**src/rtl/calculator_pkg.sv**
```systemverilog
// Shared constants for the calculator datapath.
// Provides the default data width and the adder segment-count helper.
package calculator_pkg;

    localparam int DATA_W = 32;

    // Number of pipeline segments for a given width and segment size
    function automatic int num_seg(input int width, input int seg_w);
        return width / seg_w;
    endfunction

endpackage

```
**src/rtl/adder_seg.sv**
```systemverilog
// Combinational SEG_W-bit ripple-carry segment.
// Ports: a, b operands; cin carry in; s sum; cout carry out;
//        c_msb_in carry into the top bit (for signed overflow).
module adder_seg #(
    parameter int SEG_W = 8
) (
    input  logic [SEG_W-1:0] a,
    input  logic [SEG_W-1:0] b,
    input  logic             cin,
    output logic [SEG_W-1:0] s,
    output logic             cout,
    output logic             c_msb_in
);

    logic [SEG_W:0] c;

    assign c[0] = cin;

    for (genvar i = 0; i < SEG_W; i++) begin : g_bit
        full_adder u_fa (
            .a_i (a[i]),
            .b_i (b[i]),
            .c_i (c[i]),
            .s_o (s[i]),
            .c_o (c[i+1])
        );
    end

    assign cout     = c[SEG_W];
    assign c_msb_in = c[SEG_W-1];

endmodule

```
**src/rtl/full_adder.sv**
```systemverilog
// One-bit full adder.
// Ports: a_i, b_i, c_i operand/carry in; s_o sum; c_o carry out.
module full_adder (
    input  logic a_i,
    input  logic b_i,
    input  logic c_i,
    output logic s_o,
    output logic c_o
);

    assign s_o = a_i ^ b_i ^ c_i;
    assign c_o = (a_i & b_i) | (c_i & (a_i ^ b_i));

endmodule

```
**src/rtl/pipelined_adder.sv**
```systemverilog
// Pipelined add/subtract, one SEG_W-bit ripple segment per stage,
// with a valid/ready handshake and a global stall.
// Ports: clk_i, rst_i (sync, active high); valid_i/ready_o/a_i/b_i/
//        cin_i/sub_i input beat; valid_o/ready_i/sum_o/cout_o/ovf_o
//        result beat.
module pipelined_adder
    import calculator_pkg::*;
#(
    parameter int WIDTH = DATA_W,
    parameter int SEG_W = 8
) (
    input  logic             clk_i,
    input  logic             rst_i,
    input  logic             valid_i,
    output logic             ready_o,
    input  logic [WIDTH-1:0] a_i,
    input  logic [WIDTH-1:0] b_i,
    input  logic             cin_i,
    input  logic             sub_i,
    output logic             valid_o,
    input  logic             ready_i,
    output logic [WIDTH-1:0] sum_o,
    output logic             cout_o,
    output logic             ovf_o
);

    localparam int NUM_SEG = num_seg(WIDTH, SEG_W);

    if (WIDTH % SEG_W != 0) begin : g_bad_width
        $error("pipelined_adder: WIDTH must be a multiple of SEG_W");
    end

    logic en;
    logic seg_ovf [NUM_SEG];
    logic ovf_d;
    logic ovf_q;

    // Whole pipeline moves together; it only holds when the
    // output register is full and downstream refuses it.
    assign en      = !valid_o || ready_i;
    assign ready_o = en;

    for (genvar k = 0; k < NUM_SEG; k++) begin : g_stage
        // REM: operand bits still to be summed entering stage k.
        // DONE: sum bits complete after stage k.
        localparam int REM  = WIDTH - k * SEG_W;
        localparam int DONE = (k + 1) * SEG_W;

        logic [REM-1:0]   a_src;
        logic [REM-1:0]   b_src;
        logic             c_src;
        logic             v_src;
        logic [SEG_W-1:0] seg_s;
        logic             seg_c;
        logic             seg_cm;
        logic [DONE-1:0]  s_d;
        logic [DONE-1:0]  s_q;
        logic             c_q;
        logic             v_q;

        if (k == 0) begin : g_in
            // Subtract is a + ~b + 1; carry-in is ignored then.
            assign a_src = a_i;
            assign b_src = sub_i ? ~b_i : b_i;
            assign c_src = sub_i | cin_i;
            assign v_src = valid_i;
            assign s_d   = seg_s;
        end else begin : g_mid
            assign a_src = g_stage[k-1].g_fwd.a_q;
            assign b_src = g_stage[k-1].g_fwd.b_q;
            assign c_src = g_stage[k-1].c_q;
            assign v_src = g_stage[k-1].v_q;
            assign s_d   = {seg_s, g_stage[k-1].s_q};
        end

        adder_seg #(
            .SEG_W (SEG_W)
        ) u_seg (
            .a        (a_src[SEG_W-1:0]),
            .b        (b_src[SEG_W-1:0]),
            .cin      (c_src),
            .s        (seg_s),
            .cout     (seg_c),
            .c_msb_in (seg_cm)
        );

        assign seg_ovf[k] = seg_cm ^ seg_c;

        always_ff @(posedge clk_i) begin
            if (rst_i) begin
                v_q <= 1'b0;
                c_q <= 1'b0;
                s_q <= '0;
            end else if (en) begin
                v_q <= v_src;
                c_q <= seg_c;
                s_q <= s_d;
            end
        end

        // Skew: only the not-yet-summed upper segments move on.
        if (k < NUM_SEG - 1) begin : g_fwd
            logic [REM-SEG_W-1:0] a_q;
            logic [REM-SEG_W-1:0] b_q;

            always_ff @(posedge clk_i) begin
                if (rst_i) begin
                    a_q <= '0;
                    b_q <= '0;
                end else if (en) begin
                    a_q <= a_src[REM-1:SEG_W];
                    b_q <= b_src[REM-1:SEG_W];
                end
            end
        end
    end

    assign ovf_d = seg_ovf[NUM_SEG-1];

    always_ff @(posedge clk_i) begin
        if (rst_i) begin
            ovf_q <= 1'b0;
        end else if (en) begin
            ovf_q <= ovf_d;
        end
    end

    assign valid_o = g_stage[NUM_SEG-1].v_q;
    assign sum_o   = g_stage[NUM_SEG-1].s_q;
    assign cout_o  = g_stage[NUM_SEG-1].c_q;
    assign ovf_o   = ovf_q;

endmodule

```
**config.mk**
```make
export PLATFORM = sky130hd
export DESIGN_NAME = pipelined_adder
export DESIGN_NICKNAME = d
export VERILOG_FILES = /design/src/rtl/calculator_pkg.sv /design/src/rtl/adder_seg.sv /design/src/rtl/full_adder.sv /design/src/rtl/pipelined_adder.sv
export SDC_FILE = /design/constraint.sdc
export NUM_CORES = 1
export LEC_CHECK = 0
export CAP_MARGIN = 10
export CORE_UTILIZATION = 31
export DETAILED_ROUTE_END_ITERATION = 10
export GPL_TIMING_DRIVEN = 0
export PLACE_DENSITY_LB_ADDON = 0.05
export SYNTH_ARGS = -nofsm -noshare
export SYNTH_HDL_FRONTEND = slang
export SYNTH_SLANG_ARGS = --single-unit
```
**constraint.sdc**
```tcl
create_clock -name clk_i -period 8.03 [get_ports clk_i]
set_clock_uncertainty 0.1 [all_clocks]
set_input_delay 1.606 -clock clk_i [delete_from_list [all_inputs] [get_ports clk_i]]
set_output_delay 1.606 -clock clk_i [all_outputs]
set_load 0.05 [all_outputs]
```
Word level (Yosys, flattened, before mapping)
Index checks and enable logic that the tools add are counted.
- output and inout bits: 36
- bits of input ports: 70
- logic and storage cells: 185
- register bits after elaboration: 185
- muxes and demuxes: 1
- reduce and logical (&&, ||, !) cells: 2
- bitwise gates (word level): 163
- operators with widths (operator ; number):
    1-bit XOR ; 65
    1-bit AND ; 64
    1-bit OR ; 33
    32-bit 2-to-1 mux ; 1
    32-bit inverter ; 1
    1-bit logical NOT ; 1
    1-bit logical OR ; 1

Depth between registers and ports, before layout
Gate-level depths: netlist of run 1.
- depth in word-level cells: 19
- gate-level depth with buffers: 14
- depth with buffers taken out: 14

Modules after synthesis
A second synthesis of run 1 with hierarchy kept.
- cells, all modules: 848
- area, all modules: 7495.9 µm²
- by module, submodules not included (module ; sequential area each (µm²) ; cells an instance ; area an instance (µm²) ; times used):
    pipelined_adder ; 3703.6 ; 816 ; 6855.3 ; 1
    full_adder ; 0.0 ; 1 ; 20.0 ; 32

Worst setup path after synthesis of run 1
No wires, ideal clock.
- path type: input -> register
- start point: input port sub_i
- end point: register g_stage[0].s_q[7]
- required time: 7.798 ns
- buffers on the path: 2
- arrival: 5.334 ns
- slack: 2.463 ns
- cell stages on the path: 14
- library setup time: 0.132 ns
- cells stage by stage: buf_4 -> buf_4 -> xnor2_1 -> fa_1 -> fa_1 -> fa_1 -> fa_1 -> fa_1 -> fa_1 -> fa_1 -> inv_1 -> fa_1 -> nand2_1 -> a21oi_1
- word-level cells in the longest chain between the ends: 17
- elaborated cells on any way between the ends: 32
- those cells by class: mux: 1; bitwise: 31
- RTL lines (what ; line ; source):
    from (decl) ; pipelined_adder.sv:19 ; input logic sub_i,
    32-bit 2-to-1 mux ; pipelined_adder.sv:64 ; assign b_src = sub_i ? ~b_i : b_i;
    1-bit XOR ; full_adder.sv:12 ; assign c_o = (a_i & b_i) | (c_i & (a_i ^ b_i));
    1-bit AND ; full_adder.sv:12 ;
    1-bit OR ; full_adder.sv:12 ;
    1-bit AND ; full_adder.sv:12 ;
    1-bit OR ; full_adder.sv:12 ;
    1-bit AND ; full_adder.sv:12 ;
    1-bit OR ; full_adder.sv:12 ;
    [2 not listed] ; - ;
    1-bit AND ; full_adder.sv:12 ;
    1-bit OR ; full_adder.sv:12 ;
    1-bit AND ; full_adder.sv:12 ;
    1-bit OR ; full_adder.sv:12 ;
    1-bit AND ; full_adder.sv:12 ;
    1-bit OR ; full_adder.sv:12 ;
    1-bit XOR * ; full_adder.sv:11 ; assign s_o = a_i ^ b_i ^ c_i;
    via g_stage[0].u_seg.g_bit[7].u_fa.s_o ; full_adder.sv:7 ; output logic s_o,
    to (signal assigned) ; pipelined_adder.sv:93 ; s_q <= '0;
    to (signal assigned) ; pipelined_adder.sv:97 ; s_q <= s_d;
    to (decl) ; pipelined_adder.sv:57 ; logic [DONE-1:0] s_q;
The timed path passes the listed nets; every way through them passes the cells marked *.
A chain may end at the register's enable or synchronous reset.

Final worst setup path of run 1
- start point: input port b_i[0]
- end point: register g_stage[0].s_q[7]
- word-level cells in the longest chain between the ends: 18
- elaborated cells on any way between the ends: 19
- those cells by class: mux: 1; bitwise: 18
- RTL lines (what ; line ; source):
    from (decl) ; pipelined_adder.sv:17 ; input logic [WIDTH-1:0] b_i,
    32-bit inverter ; pipelined_adder.sv:64 ;
    32-bit 2-to-1 mux * ; pipelined_adder.sv:64 ;
    1-bit XOR ; full_adder.sv:12 ;
    1-bit AND ; full_adder.sv:12 ;
    1-bit OR * ; full_adder.sv:12 ;
    1-bit AND * ; full_adder.sv:12 ;
    1-bit OR * ; full_adder.sv:12 ;
    1-bit AND * ; full_adder.sv:12 ;
    [3 not listed] ; - ;
    1-bit AND * ; full_adder.sv:12 ;
    1-bit OR * ; full_adder.sv:12 ;
    1-bit AND * ; full_adder.sv:12 ;
    1-bit OR * ; full_adder.sv:12 ;
    1-bit AND * ; full_adder.sv:12 ;
    1-bit OR * ; full_adder.sv:12 ;
    1-bit XOR * ; full_adder.sv:11 ;
    via g_stage[0].u_seg.g_bit[7].u_fa.s_o ; full_adder.sv:7 ;
Marked as above.

==> run_results.csv, run 1 <==
group,metric,value,unit
final_layout,final_common_cell,"nand2_1",
final_layout,area_growth,26.6,%
floorplan,fp.dieH,158,um
setup_path,cp.arrival,5560,ps
sta,slew_headroom,0.454,
grt,grt_pass1_vias,5648,
sta,finalHoldViolCount,0,
sta,fin_setup_tns,0,ps
final_layout,seq_area,3700,um2
clock_network,ctsResizeCount,0,
grt,grt_max_degree,18,
grt,grt_usage,0.165,
setup_path,worstSetupEndpointType,"register",
route,drt_wl_total,19800,um
final_layout,drive_gt1_frac,0.107,
route,dr.pass1.iters,4,
setup_path,crit_path_start_kind,"input pin",
place,hpwl,14300,um
clock_network,numCtsBuffers,17,
clock_network,htreeDepth,4,
synth,yosysWarningCount,0,
place,gp_congestion,0.734,
floorplan,core,23800,um2
floorplan,die-width,158,um
floorplan,row_count,56,
place,place_ws,2190,ps
power,ir_drop,0.120,mV
synth,ys_seq_elements,185,
clock_network,cts_tree,"built",
grt,grt_pass1_wl,31000,um
final_layout,fillers,2421,
synth,yosysSeqAreaShare,0.488,
sta,rsz0062_at_grt,"no",
clock_network,cts.reportedPaths.clkPinSlew,70,ps
power,leakage,0.00367,uW
route,wl_per_cell,15.1,um
clock_network,cts_sinks,185,
route,drc,0,
setup_path,cp_max_fo,1,
worst_hold_path,hold_path_class,"register to register",
sta,setup_ws,2670,ps
clock_network,cts.path.max_buffers,2,
route,routed_via_density,4.38,
floorplan,dieArea,25100,um2
place,numPortBuffers,103,
synth,postSynthCellCount,862,
setup_path,critical_path_class,"input pin to register",
status,status,"complete, no violations",
sta,period_share,0.667,
final_layout,fin_area,9610,um2
synth,syn-num-nets,964,
final_layout,final_nets,1086,
floorplan,start_util,0.320,
final_layout,layout_common_cells,"288 x nand2_1, 185 x dfxtp_1, 144 x a21oi_1",
setup_path,required,8230,ps
sta,hold_slack,348,ps
synth,avgSynthCellArea,8.81,um2
flow_run,cap_violations,0,
sta,fmax,187,MHz
floorplan,ios,106,
place,dpl_cell_area,9020,um2
grt,grt_remaining_overflow,0,
sta,setup_viol_count_final,0,
final_layout,multiInputGateArea,3340,um2
sta,worst_pin_slew,820,ps
clock_network,cts_root_buffer,"clkbuf_16",
clock_network,clkLatencyLatePin,440,ps
route,vias,5768,
sta,fin_crit,5360,ps
route,ant_nets,0,
grt,antenna_found_initial,0,
power,power_density,220,nW/um2
clock_network,hold_buffers,0,
synth,synth_cell_types,19,
final_layout,antenna_cells,0,
worst_hold_path,min_path_cells,2,
clock_network,post_cts_buffers,0,
sta,slew_viol_final,0,
setup_path,r2r_cells,12,
route,drt_iter0_markers,279,
synth,syn_area,7590,um2
[state kept, by name, indices dropped and copies added, names as in the netlist]
signal and flops:
sum_o 32, ovf_o 1, g_stage.s_q 48, g_stage.g_fwd.b_q 48, g_stage.v_q 3, cout_o 1
g_stage.g_fwd.a_q 48, g_stage.c_q 3, valid_o 1
[where the power goes]
part,internal (uW),switching [uW],leakage (uW),total [uW]
clock network,466,392,0.000287,858
registers,979,33.1,0.00152,1010
logic,111,130,0.00186,241
[synth_stat cells, drive strengths merged]
master	count	share of area
inv	30	0.015
a21oi	144	0.095
nor2	43	0.021
dfxtp	185	0.49
fa	32	0.084
buf	51	0.049
xor2	3	0.0035
nor2b	1	0.0018
nand2	288	0.14
xnor2	30	0.035
a211oi	40	0.057
clkbuf	15	0.0084
[kinds of logic after synthesis]
| logic type | share of synthesized area |
|---|---|
| xor gates and xnor gates | 0.0381 |
| adders and majority gates | 0.0844 |
| AOI/OAI and AO/OA | 0.152 |
| buffers and inverters | 0.0727 |
| and+or+nand+nor | 0.165 |
| DFF | 0.488 |
[area by class of cell]
type                       count  area share
buffer                        66      0.0454
clock buffer                  17      0.0443
clock inverter                15      0.0169
inverter                      30      0.0120
multi-input combinational    581       0.347
sequential                   185       0.385
tap                          319      0.0415
timing repair buffer         103       0.107
[critical path, cell delays in order]
cell	delay, ps
clkdlybuf4s50_1	410
xnor2_1	140
fa_1	470
fa_1	410
fa_1	410
fa_1	380
fa_1	380
fa_1	380
fa_1	360
inv_1	70
fa_1	400
nand2_1	70
a21oi_1	50
[through the flow]
stage	std cells	power, uW	util
floorplan	862	1180	-
global placement	1284	1280	0.380
detailed placement	1284	1280	0.380
CTS	1316	2140	0.405
global route	1316	2210	0.405
finish	1316	2110	0.405
[layer usage]
| layer | GRT usage | vias to the layer above | wire length, um |
|---|---|---|---|
| met5 | 0 | - | 0 |
| met4 | 0.0476 | 0 | 180 |
| met3 | 0.0310 | 10 | 570 |
| met2 | 0.256 | 91 | 8860 |
| met1 | 0.233 | 2669 | 10200 |
| li1 | - | 2998 | - |
[worst paths after layout]
check | start | endpoint | slack (ps)
min reg2reg | sum_o[17] | sum_o[17] | 350
min | sum_o[17] | sum_o[17] | 350
max | b_i[0] | g_stage[0].s_q[7] | 2670
max reg2reg | g_stage[2].c_q | sum_o[31] | 3720
Power figures use the tool's default switching activity.
==> inputs of run 2 (changes only) <==
==> constraint.sdc (replaced) <==
create_clock -name clk_i -period 4.7 [get_ports clk_i]
set_clock_uncertainty 0.1 [all_clocks]
set_input_delay 0.94 -clock clk_i [delete_from_list [all_inputs] [get_ports clk_i]]
set_output_delay 0.94 -clock clk_i [all_outputs]
set_load 0.05 [all_outputs]
==> run 2 against run 1 <==
Compared with the run above:
- cell count stayed put
- clock power is 76% higher
- routed wire length is 1.5% lower
- design area is 0.40% higher
- critical path depth stayed put
- first-iteration DRC count is 2.5% higher
- critical endpoint unchanged
==> run_results.csv, run 2 (same netlist as run 1, synthesis figures left out) <==
group,metric,value,unit
status,status,"complete, no violations",
final_layout,seq_area,3700,um2
final_layout,final_nets,1086,
final_layout,area_growth,27.1,%
sta,period_share,0.937,
clock_network,post_cts_buffers,0,
setup_path,slowest_stage,"clkdlybuf4s50_1",
route,vias,5815,
clock_network,numCtsBuffers,17,
final_layout,fillers,2441,
route,drt_iter0_markers,286,
sta,worst_pin_slew,836,ps
sta,slew_viol_final,0,
clock_network,cts_tree,"built",
setup_path,critPathTopFamily,"adder cells",
power,clockPowerShare,0.414,
setup_path,cpPeakStageDelay,420,ps
grt,grt_pass1_wl,31100,um
setup_path,cp_num_buf_inv,2,
final_layout,reg_top3,"g_stage.g_fwd.a_q x48, g_stage.g_fwd.b_q x48, g_stage.s_q x48",
final_layout,drive_gt1_frac,0.111,
setup_path,crit_top_cell,"fa_2",
grt,grt_pass1_vias,5624,
setup_path,required,4900,ps
clock_network,cts.path.max_buffers,2,
floorplan,die-width,158,um
setup_path,cp.arrival,4610,ps
clock_network,cts_sinks,185,
power,p_sw_frac,0.257,
power,combPwrFrac,0.113,
clock_network,cts_root_buffer,"clkbuf_16",
floorplan,dieArea,25100,um2
grt,grt_max_degree,18,
sta,setup_viol_count_final,0,
sta,rsz0062_at_grt,"no",
route,drc,0,
route,drt_wl_total,19500,um
flow_run,cap_violations,0,
place,gp_congestion,0.709,
clock_network,clkLatencyLatePin,430,ps
setup_path,path_cells,"clkdlybuf4s50_1 > xnor2_1 > fa_1 > fa_2 > fa_2 > fa_2 > fa_2 > fa_2 > fa_1 > inv_1 > fa_1 > nand2_1 > a21oi_1",
place,hpwl,14200,um
floorplan,start_util,0.320,
final_layout,multiInputGateArea,3350,um2
setup_path,critical_path_class,"input pin to register",
route,ant_nets,0,
grt,grt_usage,0.166,
sta,fin_setup_tns,0,ps
clock_network,cts.reportedPaths.clkPinSlew,70,ps
floorplan,row_count,56,
sta,fmax,227,MHz
route,drt-met1-wl,9900,um
power,intPower,2720,uW
route,met3WireLength,752,um
power,ir_drop,0.238,mV
grt,antenna_found_initial,0,
final_layout,layout_common_cells,"288 x nand2_1, 185 x dfxtp_1, 144 x a21oi_1",
route,routed_via_density,4.42,
route,dr.pass1.iters,5,
power,power_density,379,nW/um2
clock_network,ctsResizeCount,0,
floorplan,core,23800,um2
route,wl_met2,8720,um
final_layout,postLayoutCoreUtil,0.406,
power,sequentialPowerShare,0.473,
route,highest_layer,"met4",
route,wl_per_cell,14.8,um
setup_path,crit_path_start_kind,"input pin",
clock_network,hold_buffers,0,
power,leakage,0.00368,uW
grt,grt_remaining_overflow,0,
setup_path,cp_max_fo,1,
sta,finalHoldViolCount,0,
floorplan,fp.dieH,158,um
final_layout,antenna_cells,0,
worst_hold_path,hold_path_class,"register to register",
floorplan,ios,106,
sta,slew_headroom,0.443,
place,numPortBuffers,103,
final_layout,final_common_cell,"nand2_1",
clock_network,htreeDepth,4,
power,power.switching,941,uW
sta,fin_crit,4400,ps
setup_path,worstSetupEndpointType,"register",
-- run 2: cell count changes in the layout (fill, tap and decap cells not counted), sizes merged --
| cell | before | now |
|---|---|---|
| clkinvlp | 2 | 1 |
| clkbuf | 32 | 33 |
| inv | 37 | 38 |
| clkinv | 4 | 2 |
| bufinv | 2 | 3 |
-- run 2: through the flow --
stage / hold WS, ps / instances / total power [uW] / worst slack (ps) / instance area [um2]
floorplan: 332 / 862 / 2020 / 47.7 / 7610
global placement: 339 / 1284 / 2180 / -168 / 9040
detailed placement: 344 / 1284 / 2190 / -177 / 9040
CTS: 354 / 1316 / 3710 / 287 / 9650
global route: 365 / 1316 / 3830 / 165 / 9650
finish: 351 / 1316 / 3660 / 298 / 9650
-- run 2: final timing paths --
check                 start                 end  slack (ps)  cells after the start
max                  b_i[0]   g_stage[0].s_q[7]         300                     13
min               sum_o[21]           sum_o[21]         350                      2
max reg2reg  g_stage[0].c_q  g_stage[1].s_q[15]         410                     12
min reg2reg       sum_o[21]           sum_o[21]         350                      2
-- run 2: per-layer routing --
metal	vias up	global-route usage
li1	2998	-
met1	2698	0.238
met2	108	0.254
met3	11	0.0313
met4	0	0.0440
met5	-	0
-- run 2: worst min-delay path, delay by kind of cell, from the launching register on --
kind | cells | cell delay, ps
AOI/OAI and AO/OA | 1 | 50
DFF | 1 | 310
and+or+nand+nor | 1 | 50
-- run 2: cell type report --
class / instances / share of cell area
clock buffer: 18 / 0.0445
buffer: 66 / 0.0456
inverter: 30 / 0.0119
sequential: 185 / 0.384
clock inverter: 14 / 0.0188
timing repair buffer: 103 / 0.107
tap: 319 / 0.0414
multi-input combinational: 581 / 0.347
-- run 2: power groups by stage --
stage / registers [uW] / clock network [uW] / logic, uW
after CTS: 1730 / 1560 / 422
after floorplan: 1790 / 0 / 226
after global placement: 1770 / 0 / 419
final: 1730 / 1510 / 413
after detailed placement: 1770 / 0 / 419
after global routing: 1740 / 1630 / 461
==> inputs of run 3 (changes only) <==
--- a/config.mk
+++ b/config.mk
@@ -6,7 +6,7 @@
 export NUM_CORES = 1
 export LEC_CHECK = 0
 export CAP_MARGIN = 10
-export CORE_UTILIZATION = 31
+export CORE_UTILIZATION = 47
 export DETAILED_ROUTE_END_ITERATION = 10
 export GPL_TIMING_DRIVEN = 0
 export PLACE_DENSITY_LB_ADDON = 0.05
==> run 3 against run 2 <==
Compared with the run above:
- global-route usage increased by 6.4 points
- sequential power about the same
- critical path depth unchanged
- fmax decreased by 2.0%
- largest cell class unchanged
- highest routed layer unchanged
- critical path type unchanged
- register-to-register slack got worse by 70 ps
- utilization increased by 20 points
==> run_results.csv, run 3 (same netlist as run 1, synthesis figures left out) <==
group,metric,value,unit
status,status,"complete, no violations",
grt,grt_pass1_wl,29100,um
setup_path,required,4900,ps
sta,slew_viol_final,0,
setup_path,cpPeakStageDelay,440,ps
setup_path,critical_path_class,"input pin to register",
route,routed_via_density,4.88,
setup_path,crit_top_cell,"fa_2",
final_layout,fillers,1463,
sta,fin_setup_tns,0,ps
power,power_density,385,nW/um2
final_layout,antenna_cells,0,
setup_path,worstSetupEndpointType,"register",
worst_hold_path,min-delay-start,"sum_o[17]",
floorplan,dieArea,16700,um2
grt,antenna_found_initial,0,
setup_path,cp.arrival,4690,ps
route,dr.pass1.iters,4,
floorplan,die-width,129,um
clock_network,ctsResizeCount,0,
grt,grt_remaining_overflow,0,
setup_path,cp_num_buf_inv,2,
final_layout,postLayoutCoreUtil,0.603,
sta,period_share,0.955,
grt,grt_pass1_vias,5658,
final_layout,reg_top3,"g_stage.g_fwd.a_q x48, g_stage.g_fwd.b_q x48, g_stage.s_q x48",
route,drt_wl_total,17800,um
setup_path,cp_max_fo,1,
floorplan,fp.dieH,129,um
clock_network,cts_sinks,185,
final_layout,final_common_cell,"nand2_1",
final_layout,final_nets,1086,
power,ir_drop,0.282,mV
clock_network,numCtsBuffers,17,
worst_hold_path,hold_end,"sum_o[17]",
final_layout,layout_common_cells,"288 x nand2_1, 185 x dfxtp_1, 144 x a21oi_1",
sta,fin_crit,4490,ps
setup_path,slowest_stage,"clkdlybuf4s50_1",
clock_network,cts_tree,"built",
setup_path,r2r_cells,12,
setup_path,critPathTopFamily,"adder cells",
route,vias,5924,
setup_path,rrSetupSlack,340,ps
grt,grt_max_degree,17,
sta,finalHoldViolCount,0,
setup_path,crit_path_start_kind,"input pin",
grt,grt_usage,0.230,
power,leakage,0.00368,uW
final_layout,drive_gt1_frac,0.111,
setup_path,reg2reg_to,"sum_o[31]",
floorplan,ios,106,
sta,worst_pin_slew,779,ps
flow_run,cap_violations,0,
setup_path,rr_startpoint,"g_stage[2].c_q",
place,numPortBuffers,103,
sta,fmax,223,MHz
floorplan,row_count,46,
clock_network,htreeDepth,4,
clock_network,clkLatencyLatePin,430,ps
floorplan,core,15800,um2
worst_hold_path,min_path_cells,2,
place,gp_congestion,0.809,
final_layout,area_growth,25.6,%
clock_network,cts.path.max_buffers,2,
worst_hold_path,hold_path_class,"register to register",
clock_network,hold_buffers,0,
sta,rsz0062_at_grt,"no",
sta,slew_headroom,0.481,
route,drc,0,
clock_network,cts.reportedPaths.clkPinSlew,60,ps
place,hpwl,12600,um
sta,setup_viol_count_final,0,
clock_network,cts_root_buffer,"clkbuf_16",
route,ant_nets,0,
floorplan,start_util,0.480,
setup_path,path_cells,"clkdlybuf4s50_1 > xnor2_1 > fa_1 > fa_2 > fa_2 > fa_2 > fa_2 > fa_2 > fa_1 > inv_1 > fa_1 > nand2_1 > a21oi_1",
route,wl_per_cell,14.6,um
route,drt_iter0_markers,379,
clock_network,post_cts_buffers,0,
## run 3: cell count changes in the layout (fill, tap and decap cells not counted), sizes merged
cell | previous run | this run
clkbuf | 33 | 35
clkinvlp | 1 | 2
inv | 38 | 30
clkinv | 2 | 6
bufinv | 3 | 4
## run 3: power by group
group,leakage (uW),internal (uW),switching [uW]
registers,0.00152,1670,57.3
logic,0.00186,193,219
clock network,0.000306,916,613
## run 3: per-layer routing
layer | track usage | vias to the layer above | routed length, um
met5 | 0 | - | 0
met4 | 0.0657 | 0 | 190
met3 | 0.0471 | 19 | 741
met2 | 0.362 | 120 | 7990
met1 | 0.321 | 2783 | 8830
li1 | - | 3002 | -
## run 3: final cells by class
cell class | count | area [um2] | share of cell area
buffer | 66 | 440 | 0.0462
timing repair buffer | 103 | 1030 | 0.108
inverter | 30 | 115 | 0.0121
sequential | 185 | 3700 | 0.388
tap | 216 | 270 | 0.0283
multi-input combinational | 581 | 3350 | 0.351
clock inverter | 12 | 173 | 0.0181
clock buffer | 20 | 457 | 0.0479
## run 3: through the flow
step / power, uW / cells / worst slack (ps) / hold slack (ps) / instance area, um2
after floorplan: 2020 / 862 / 47.7 / 332 / 7610
after global placement: 2170 / 1181 / -193 / 338 / 8910
after detailed placement: 2180 / 1181 / -262 / 342 / 8910
after CTS: 3690 / 1213 / 192 / 351 / 9540
after global routing: 3810 / 1213 / 84.6 / 365 / 9540
final: 3670 / 1213 / 210 / 348 / 9540
## run 3: worst max path at each step
| stage | start | endpoint | slack, ps | cells after the start |
|---|---|---|---|---|
| after detailed placement | b_i[0] | g_stage[0].s_q[7] | -260 | 13 |
| after global routing | b_i[0] | g_stage[0].s_q[7] | 80 | 13 |
| final | b_i[0] | g_stage[0].s_q[7] | 210 | 13 |
| after floorplan | sub_i | g_stage[0].s_q[7] | 50 | 14 |
| after CTS | b_i[0] | g_stage[0].s_q[7] | 190 | 13 |
| after global placement | b_i[0] | g_stage[0].s_q[7] | -190 | 13 |
## run 3: tightest hold or removal path: cells and delay by family, from the launching register on
kind | cells | cell delay [ps]
flops | 1 | 310
compound gates | 1 | 50
simple gates | 1 | 50
==> RTL change (config.mk and constraints of run 1) <==
Change the package constant `DATA_W` from 32 to 64.
--- a/src/rtl/calculator_pkg.sv
+++ b/src/rtl/calculator_pkg.sv
@@ -3,5 +3,5 @@
 package calculator_pkg;
 
-    localparam int DATA_W = 32;
+    localparam int DATA_W = 64;
 
     // Number of pipeline segments for a given width and segment size
Interface: changed (resized a_i, b_i and sum_o); port bits go from 106 to 202. The function was not compared with the original's and may differ.
==> RTL change against run 1 <==
- hold slack got worse by 1.1 ps
- sequential cell count rose by 568
- sequential share of layout area rose by 5.4 points
- setup slack got worse by 290 ps
- area after synthesis rose to 3.7 times the old value
- final area rose to 3.6 times the old value
- power rose to 3.9 times the old value
- wire length rose to 4.2 times the old value
- critical endpoint is now ready_o
==> RTL change: results (changes against run 1) <==
* Share of cells above drive strength 1 at 0.0863 (was 0.107)
* Clk_lat worst skew at 620 ps (was 440 ps)
* Leak pwr at 12.2 nW (was 3.67 nW)
* Top post-synthesis cells by count: nand2_1 (1336), dfxtp_1 (753), a21oi_1 (668) (was nand2_1 (288), dfxtp_1 (185), a21oi_1 (144))
* Grt met2 use at 0.298 (was 0.256)
* Synth Area in XOR/XNOR at 0.0203 (was 0.0381)
* H-tree levels at 3 (was 4)
* CP Launch Point: ready_i (was b_i[0])
* Status: finished, final reports clean (unchanged)
* Yosys warnings at 0 (unchanged)
* Met3 Use GR at 0.0239 (was 0.0310)
* Netlist cell types at 17 (was 19)
* Vias in the first global route at 22207 (was 5648)
* GRT Total Usage at 0.182 (was 0.165)
* Worst r2r src: g_stage[5].c_q (was g_stage[2].c_q)
* Most frequently used flop master after synthesis: dfxtp_1 (unchanged)
* DRT Wirelength at 82800 microns (was 19800 microns)
* Initial detailed-routing violation count at 901 (was 279)
* RR Endpoint: g_stage[6].s_q[55] (was sum_o[31])
* Slew @ Worst Pin at 1260 ps (was 820 ps)
* Compound-gate portion of the synthesized area at 0.153 (was 0.152)
* Met1 GRT Util at 0.254 (was 0.233)
* PortBufs at 199 (was 103)
* Pin count of the biggest net entering global routing at 13 (was 18)
* Ys async rst share at 0 (unchanged)
* CP arrival at 3940 ps (was 5560 ps)
* Sequential area share after synthesis at 0.537 (was 0.488)
* Gpl congestion at 0.797 (was 0.734)
* Flop2flop setup slack at 3730 ps (was 3720 ps)
* Via count at 22010 (was 5768)
* Peak VDD IR at 0.141 mV (was 0.120 mV)
* Pre-antenna DRT Iters at 5 (was 4)
* DPL Wire Length at 62700 microns (was 14300 microns)
* Worst Setup EP: ready_o (was g_stage[0].s_q[7])
* Top flop regs: g_stage.g_fwd.a_q: 224 flops, g_stage.g_fwd.b_q: 224 flops, g_stage.s_q: 224 flops (was g_stage.g_fwd.a_q: 48 flops, g_stage.g_fwd.b_q: 48 flops, g_stage.s_q: 48 flops)
* Crit-path max FO at 10 (was 1)
* TritonCTS Buffers at 85 (was 17)
* Synth Net Count at 3572 (was 964)
* Top post-synthesis cells by area: dfxtp_1 (54%), nand2_1 (18%), a21oi_1 (12%) (was dfxtp_1 (49%), nand2_1 (14%), a21oi_1 (9.5%))
* Post-Synth Adder-Cell Area at 0.0457 (was 0.0844)
* Deepest clock path buffer count at 3 (was 2)
* Fillcell total at 9321 (was 2421)
* Layout Nets at 3858 (was 1086)
* First-pass GRT wire length at 128000 microns (was 31000 microns)
* Initial antenna violation count at 2 (was 0)
RTL change: cell count changes after synthesis, moves of 38 or more:
cell / run 1 / this run
a211oi_2: 26 / 64
a21oi_1: 144 / 668
buf_2: 19 / 84
clkbuf_1: 13 / 110
dfxtp_1: 185 / 753
nand2_1: 288 / 1336
nor2_1: 43 / 87
RTL change: layout make-up:
class,instances,area (sq um),share of cell area
Buffer,258,1280,0.0372
Clock buffer,131,2590,0.0757
Clock inverter,17,188,0.00547
Inverter,58,218,0.00635
Multi-Input combinational cell,2305,11500,0.335
Sequential cell,753,15100,0.440
Tap cell,1165,1460,0.0425
Timing Repair Buffer,199,1990,0.0581
RTL change: worst min path at each step:
| stage | startpoint | end | slack, ps | cells past startpoint |
|---|---|---|---|---|
| 3_5_place_dp | g_stage[1].g_fwd.a_q[46] | g_stage[1].g_fwd.a_q[46] | 340 | 2 |
| 5_1_grt | g_stage[1].g_fwd.a_q[0] | g_stage[1].g_fwd.a_q[0] | 360 | 2 |
| 4_1_cts | g_stage[0].g_fwd.a_q[52] | g_stage[1].g_fwd.a_q[44] | 350 | 2 |
| 3_3_place_gp | g_stage[0].g_fwd.a_q[55] | g_stage[0].g_fwd.a_q[55] | 340 | 2 |
| 2_1_floorplan | g_stage[0].g_fwd.a_q[0] | g_stage[0].g_fwd.a_q[0] | 330 | 2 |
| 6_report | sum_o[39] | sum_o[39] | 350 | 2 |
RTL change: metal layers:
| layer | wire length [microns] | up-vias |
|---|---|---|
| li1 | - | 11396 |
| met1 | 41200 | 10233 |
| met2 | 37800 | 306 |
| met3 | 2730 | 75 |
| met4 | 1080 | 0 |
| met5 | 0 | - |
RTL change: stage by stage:
stage                     worst slack [ps]  cell area (sq um)  cells  utilization
after floorplan                       2450              28100   3374            -
after global placement                1890              31500   4738        0.354
after detailed placement              1870              31500   4738        0.354
after CTS                             2350              34300   4886        0.385
after global routing                  2300              34300   4886        0.385
final                                 2380              34300   4886        0.385
RTL change: worst max-delay path: stages:
cell and delay, ps:
clkdlybuf4s50_1 460, nor2b_1 50, buf_4 180, inv_2 110, buf_6 230, buf_6 240
buf_6 200, clkdlybuf4s50_1 840
RTL change: power breakdown:
group          internal (mW)  switching (mW)
clock network           2.34            1.54
logic                  0.183           0.225
registers               3.86          0.0761
total                   6.38            1.84
RTL change: cell families after synthesis:
logic type | Yosys count
and+or+nand+nor | 1424
DFF | 753
buffers and inverters | 316
AOI/OAI and AO/OA | 752
xor gates and xnor gates | 65
adders and majority gates | 64
